==> config.mk <==
export PLATFORM = sky130hd
export DESIGN_NAME = sample_frame_loader
export DESIGN_NICKNAME = d
export VERILOG_FILES = /design/src/rtl/sample_frame_loader.sv
export SDC_FILE = /design/constraint.sdc
export NUM_CORES = 1
export LEC_CHECK = 0
export BUFFER_PORTS_ARGS = -buffer_cell sky130_fd_sc_hd__buf_2
export CAP_MARGIN = 20
export CELL_PAD_IN_SITES_DETAIL_PLACEMENT = 1
export CELL_PAD_IN_SITES_GLOBAL_PLACEMENT = 1
export CORE_ASPECT_RATIO = 0.8
export CORE_MARGIN = 2
export CORE_UTILIZATION = 48
export CTS_BUF_LIST = sky130_fd_sc_hd__clkbuf_4 sky130_fd_sc_hd__clkbuf_8 sky130_fd_sc_hd__clkbuf_16
export CTS_CLUSTER_DIAMETER = 80
export CTS_CLUSTER_SIZE = 30
export DETAILED_ROUTE_END_ITERATION = 10
export GPL_TIMING_DRIVEN = 0
export HOLD_SLACK_MARGIN = 0.03
export PLACE_DENSITY_LB_ADDON = 0.1
export SETUP_SLACK_MARGIN = 0.02
export SLEW_MARGIN = 20
export SYNTH_ARGS = -nofsm -noshare
export SYNTH_HDL_FRONTEND = slang
export SYNTH_SLANG_ARGS = --single-unit
==> constraint.sdc <==
create_clock -name Clk -period 3.65 [get_ports Clk]
set_input_delay 0.1825 -clock Clk [delete_from_list [all_inputs] [get_ports Clk]]
set_output_delay 0.1825 -clock Clk [all_outputs]
set_load 0.1 [all_outputs]
==> src/rtl/sample_frame_loader.sv <==
`timescale 1ns/1ps
// sample_frame_loader
// Serial-to-parallel front end for the 16-input signed summation datapath.
// Signed samples arrive one per cycle over a valid/ready handshake. They are
// collected in a fill buffer, and each completed frame moves into a held
// output register. Lane k of frame_out drives adder-tree input k (a..p).
// The fill buffer and the output register form a double buffer: the next
// frame can fill while the current one waits for frame_ack.
module sample_frame_loader #(
    parameter int DATAWIDTH   = 8,
    parameter int NUM_SAMPLES = 16
) (
    input  logic                               Clk,
    input  logic                               Rst,
    input  logic signed [DATAWIDTH-1:0]        in_data,
    input  logic                               in_valid,
    output logic                               in_ready,
    output logic [NUM_SAMPLES*DATAWIDTH-1:0]   frame_out,
    output logic                               frame_valid,
    input  logic                               frame_ack,
    output logic [7:0]                         frame_id
);

    localparam int IDX_W = (NUM_SAMPLES > 1) ? $clog2(NUM_SAMPLES) : 1;
    localparam logic [IDX_W-1:0] LAST_IDX = IDX_W'(NUM_SAMPLES - 1);
    localparam logic [IDX_W-1:0] IDX_ONE  = IDX_W'(1);

    logic [DATAWIDTH-1:0]             fill_buf [NUM_SAMPLES];
    logic [NUM_SAMPLES*DATAWIDTH-1:0] fill_flat;
    logic [IDX_W-1:0]                 wr_idx;
    logic                             fill_full;
    logic                             accept;
    logic                             transfer;

    // A full fill buffer blocks intake until its frame moves out, which
    // leaves one bubble cycle per frame. Reset also holds in_ready low.
    assign in_ready = Rst & ~fill_full;
    assign accept   = in_valid & in_ready;
    // The output slot is free when it is empty or is being acked this cycle.
    assign transfer = fill_full & (~frame_valid | frame_ack);

    // Pack the fill lanes so that lane k sits at bits [DW*k +: DW].
    always_comb begin
        fill_flat = '0;
        for (int unsigned i = 0; i < NUM_SAMPLES; i++) begin
            fill_flat[i*DATAWIDTH +: DATAWIDTH] = fill_buf[i];
        end
    end

    // Sample intake, frame transfer, and acknowledge handling.
    always_ff @(posedge Clk) begin
        if (!Rst) begin
            for (int unsigned i = 0; i < NUM_SAMPLES; i++) begin
                fill_buf[i] <= '0;
            end
            wr_idx      <= '0;
            fill_full   <= 1'b0;
            frame_out   <= '0;
            frame_valid <= 1'b0;
            frame_id    <= '0;
        end else begin
            // accept and transfer never happen together, because fill_full
            // forces in_ready low. Their fill_full updates therefore cannot
            // conflict.
            if (accept) begin
                fill_buf[wr_idx] <= in_data;
                if (wr_idx == LAST_IDX) begin
                    wr_idx    <= '0;
                    fill_full <= 1'b1;
                end else begin
                    wr_idx <= wr_idx + IDX_ONE;
                end
            end

            if (transfer) begin
                frame_out   <= fill_flat;
                frame_valid <= 1'b1;
                fill_full   <= 1'b0;
                frame_id    <= frame_id + 8'd1;
            end else if (frame_ack && frame_valid) begin
                frame_valid <= 1'b0;
            end
        end
    end

endmodule

# ---- After elaboration in Yosys (flattened, before gate mapping)
# Memory sizes are Yosys's and may differ from the RTL's. A register that Yosys moved wholly into a read port is not among the register bits.
# Index checks and enable logic that the tools add are counted.
dict set report totals {
  ramBits 128
  latch_bits 0
  mem_count 1
  inputBits 12
  mem_bits_ro 0
  regBits 14
  out_inout_bits 138
  elab_cells 46
}
dict set report classes {
  n_mux 10
  n_addsub 2
  n_lt_le_gt_ge 0
  bitwise 7
  div 0
  n_reduce_logical 21
  eq_ne 1
  n_mul 0
  shifts 0
}
# memory depth width rd rd_ports_with_merged_regs write_ports line_no
set mem_list {}
lappend mem_list {fill_buf 16 8 16 16 16 28} ;# logic [DATAWIDTH-1:0] fill_buf [NUM_SAMPLES];
# op count
set op_table {}
lappend op_table {{$logic_not A1 Y1} 16}
lappend op_table {{$add A8 B1 Y8 const B} 1}
lappend op_table {{$mux W4} 2}
lappend op_table {{$mux W8} 1}
lappend op_table {{$reduce_or A8 Y1} 1}
lappend op_table {{$mux W1} 7}
lappend op_table {{$add A4 B1 Y4 const B} 1}
lappend op_table {{$eq A4 B4 Y1 const B} 1}
lappend op_table {{$and A1 B1 Y1} 3}
lappend op_table {{$not A1 Y1} 3}
lappend op_table {{$reduce_and A2 Y1} 1}
lappend op_table {{$reduce_bool A2 Y1} 1}
lappend op_table {{$reduce_or A2 Y1} 1}
lappend op_table {{$logic_and A1 B1 Y1} 1}
lappend op_table {{$or A1 B1 Y1} 1}

# ---- Depth between registers and ports, before layout
dict set report logic_depth {
  ltp_word 8
  ltp_mapped 6
  ltp_nobuf 5
}

# ---- Worst setup path before layout
# Ideal clock, no wire load.
dict set report synth_timing {
  path_type {register to output}
  from {reg fill_full}
  to {out in_ready}
  path_stages_with_launch 5
  t_arrival_ns 2.095
  slack_ns 1.372
  required_time_ns 3.467
  n_path_buf 3
  path_cell_list {dfxtp_1 > buf_4 > clkbuf_1 > clkbuf_1 > nor2_1}
}
dict set report synth_via {
  elab_chain_len 2
}
# item line_no
set synth_rtl {}
lappend synth_rtl {{start: declaration} 31} ;# logic fill_full;
lappend synth_rtl {{start signal: assignment} 57} ;# fill_full <= 1'b0;
lappend synth_rtl {{start signal: assignment} 69} ;# fill_full <= 1'b1;
lappend synth_rtl {{start signal: assignment} 78} ;# fill_full <= 1'b0;
lappend synth_rtl {{$not A1 Y1} 37} ;# assign in_ready = Rst & ~fill_full;
lappend synth_rtl {{$and A1 B1 Y1} 37}
lappend synth_rtl {{end: declaration} 17} ;# output logic in_ready,
# No other way between the ends.

# ---- Worst setup path after layout
# Same ends and word-level chain as after synthesis.

==> impl_metrics.json <==
{
  "status": "finished, final reports clean",
  "clock-sinks": 270,
  "synth_edf_count": 128,
  "crit_top_cell": "clkbuf_1",
  "die_h_um": 136,
  "synthCells": 982,
  "crit_path_end_kind": "output pin",
  "finalHoldViolCount": 0,
  "rsz0062_at_grt": "no",
  "max-clock-path-buffers": 3,
  "drive_gt1_share_pct": 15.7,
  "postCtsSetupBuffers": 0,
  "cp.required_ps": 3470,
  "grt_pass1_vias": 7975,
  "placedCellCount": 1407,
  "async_flop_share_pct": 0,
  "cts.repair.resized": 0,
  "setup_violations": 0,
  "seq_area_frac_synth_pct": 64.1,
  "arrival_ps": 2370,
  "stdcell_area_um2": 11900,
  "ys.warnings.count": 0,
  "overflow": 0,
  "totalPowerFinal_mw": 5.15,
  "grt_max_degree": 32,
  "start_util_pct": 48.6,
  "routedWlPerCell_um": 21.4,
  "path_clk_slew_ps": 120,
  "drv_slew": 0,
  "clock-root-buffer": "clkbuf_16",
  "fin_skew_ps": 21.2,
  "synth_top_area_share_pct": 36.9,
  "pin_count": 150,
  "routed_wirelength_mm": 30.6,
  "ant_nets": 0,
  "syn_to_final_growth_pct": 14.6,
  "post-synth-top-area-cell": "edfxtp_1",
  "cp_cell_sequence": "buf_4, clkbuf_1, clkbuf_1, nor2_1, buf_2",
  "whs_path_depth": 3,
  "htree_levels": 1,
  "postLayoutSetupSlackWorst_ps": 1100,
  "period_minus_slack_ps": 2550,
  "setup_tns_ps": 0,
  "portBuffers": 148,
  "syn_avg_cell_area_um2": 10.6,
  "post-place-ws_ps": 1210,
  "layoutNonFillerInstCount": 1429,
  "worstHoldPathType": "primary input to flop",
  "synth.cell_area_um2": 10400,
  "synth_area_leaders": "edfxtp_1 37%, dfxtp_1 27%, and2_1 7.7%, a21oi_1 6.5%, o21ai_0 6.5%",
  "slowest_delay_ps": 450,
  "die_x_um": 169,
  "synth_cell_type_count": 30,
  "syn_nets": 999,
  "fin_nets": 1164,
  "r2r_cells": 5,
  "coreArea_um2": 21400,
  "vias": 8100,
  "crit_path_start_kind": "flop",
  "p_leak_nw": 4.51,
  "critical_path.slowest_cell": "clkbuf_1",
  "period_share_pct": 69.9,
  "powerDensity_nw_per_um2": 431,
  "first_pass_iters": 5,
  "cts_hold_buf": 0,
  "cts_made_buffers": 13,
  "routabilityCongestion": 0.814,
  "antenna_found_initial": 0,
  "synth_seq_cells": 270,
  "path_class": "flop to output pin",
  "cts_tree": "built",
  "ys.flop_type": "dfxtp_1",
  "worstMarginPinSlew_ps": 990,
  "route.detailed.drc": 0,
  "grtUsageTotal_pct": 26.5,
  "rows": 48,
  "grt_pass1_wl_mm": 46.2,
  "max-slew-margin-rel_pct": 33.5,
  "fp.dieArea_um2": 22900,
  "drt-initial-drc-count": 698,
  "max_freq_mhz": 392,
  "place_area_um2": 11500,
  "maxCapViolCount": 0,
  "worstPathMaxFanout": 10,
  "clock_latency_ps": 500,
  "peakVddDrop_mv": 0.290,
  "vias_per_cell": 5.67,
  "place_hpwl_mm": 21.0
}
-- final timing paths --
check	start	to	slack (ps)
hold reg to reg	frame_id[7]$_SDFFE_PN0P_	frame_id[7]$_SDFFE_PN0P_	480
setup / recovery	fill_full$_SDFFE_PP0P_	in_ready	1100
setup reg to reg	wr_idx[0]$_SDFFE_PN0N_	fill_buf[8][2]$_SDFFCE_PN0P_	1210
hold / removal	in_valid	wr_idx[0]$_SDFFE_PN0N_	70
-- final cells by class --
type / count / area [µm²]
Buffer: 97 / 390
Inverter: 5 / 21.3
Antenna cell: 1 / 2.50
Multi-Input combinational cell: 610 / 3340
Clock buffer: 17 / 379
Timing Repair Buffer: 150 / 756
Tap cell: 275 / 344
Fill cell: 2455 / 9490
Sequential cell: 270 / 6690
Clock inverter: 4 / 32.5
-- layout by cell type, fill, tap and decap left out, drive strengths merged --
cell,Yosys,routed
ha,5,5
mux2i,5,5
o21a,1,1
nand4,6,6
and2,128,128
o31ai,2,2
nand3b,1,1
clkbuf,81,98
a21oi,136,136
and3,6,6
or4,2,2
edfxtp,128,128
dfxtp,142,142
xor2,1,1
nand3,133,133
nor3,5,5
or3,2,2
o21ai,135,135
nand2b,19,19
nor4,5,5
nor2b,2,2
clkinv,0,3
nand2,7,7
nor2,8,8
diode,0,1
buf,16,166
inv,5,6
and3b,1,1
-- cell usage after synthesis, types with 2 or more instances --
cell type / number
dfxtp_1: 142
a21oi_1: 136
o21ai_0: 135
nand3_1: 133
and2_1: 128
edfxtp_1: 128
clkbuf_1: 81
nand2b_1: 19
nor2_1: 8
buf_1: 7
nand2_1: 7
and3_1: 6
buf_2: 6
nand4_1: 6
ha_1: 5
mux2i_1: 5
nor3_1: 5
nor4_1: 5
inv_1: 4
buf_6: 2
nor2b_1: 2
o31ai_1: 2
or3_1: 2
or4_1: 2
-- layer usage --
layer / wire length (µm) / track usage, % / up-vias
met5: 0 / 0 / -
met4: 620 / 5.84 / 0
met3: 1340 / 3.20 / 39
met2: 14400 / 44.0 / 200
met1: 14300 / 37.7 / 4067
li1: - / - / 3794
-- kinds of logic after synthesis --
logic type | count (synthesis) | share of synthesized area, %
adders and majority gates | 5 | 0.600
AOI/OAI and AO/OA | 274 | 13.2
and+or+nand+nor | 325 | 17.5
muxes | 5 | 0.480
xor gates and xnor gates | 1 | 0.0840
DFF | 270 | 64.1
buffers and inverters | 102 | 3.95
-- per-stage QoR --
stage	util, %	hold slack (ps)
after floorplan	-	381
after CTS	55.7	44.4
after global routing	55.7	67.4
final	55.7	69.4
after global placement	53.7	454
after detailed placement	53.8	465
-- flip-flops by register name, indices dropped and copies added (netlist names) --
register and cells:
fill_buf 128, frame_out 128, frame_id 8, fill_full 1
wr_idx 4, frame_valid 1
-- power by group --
| group | switching, mW | total, mW | leakage, nW | internal [mW] |
|---|---|---|---|---|
| clock network | 0.986 | 1.75 | 0.205 | 0.759 |
| registers | 0.0268 | 3.25 | 2.47 | 3.22 |
| logic | 0.131 | 0.158 | 1.84 | 0.0268 |
-- critical path: cells and delay by family (launching register included) --
| kind | cells | cell delay (ps) |
|---|---|---|
| flip-flops | 1 | 360 |
| AND/OR/NAND/NOR | 1 | 120 |
| buffers and inverters | 4 | 1370 |
No activity file was read; power rests on OpenSTA's default activity.
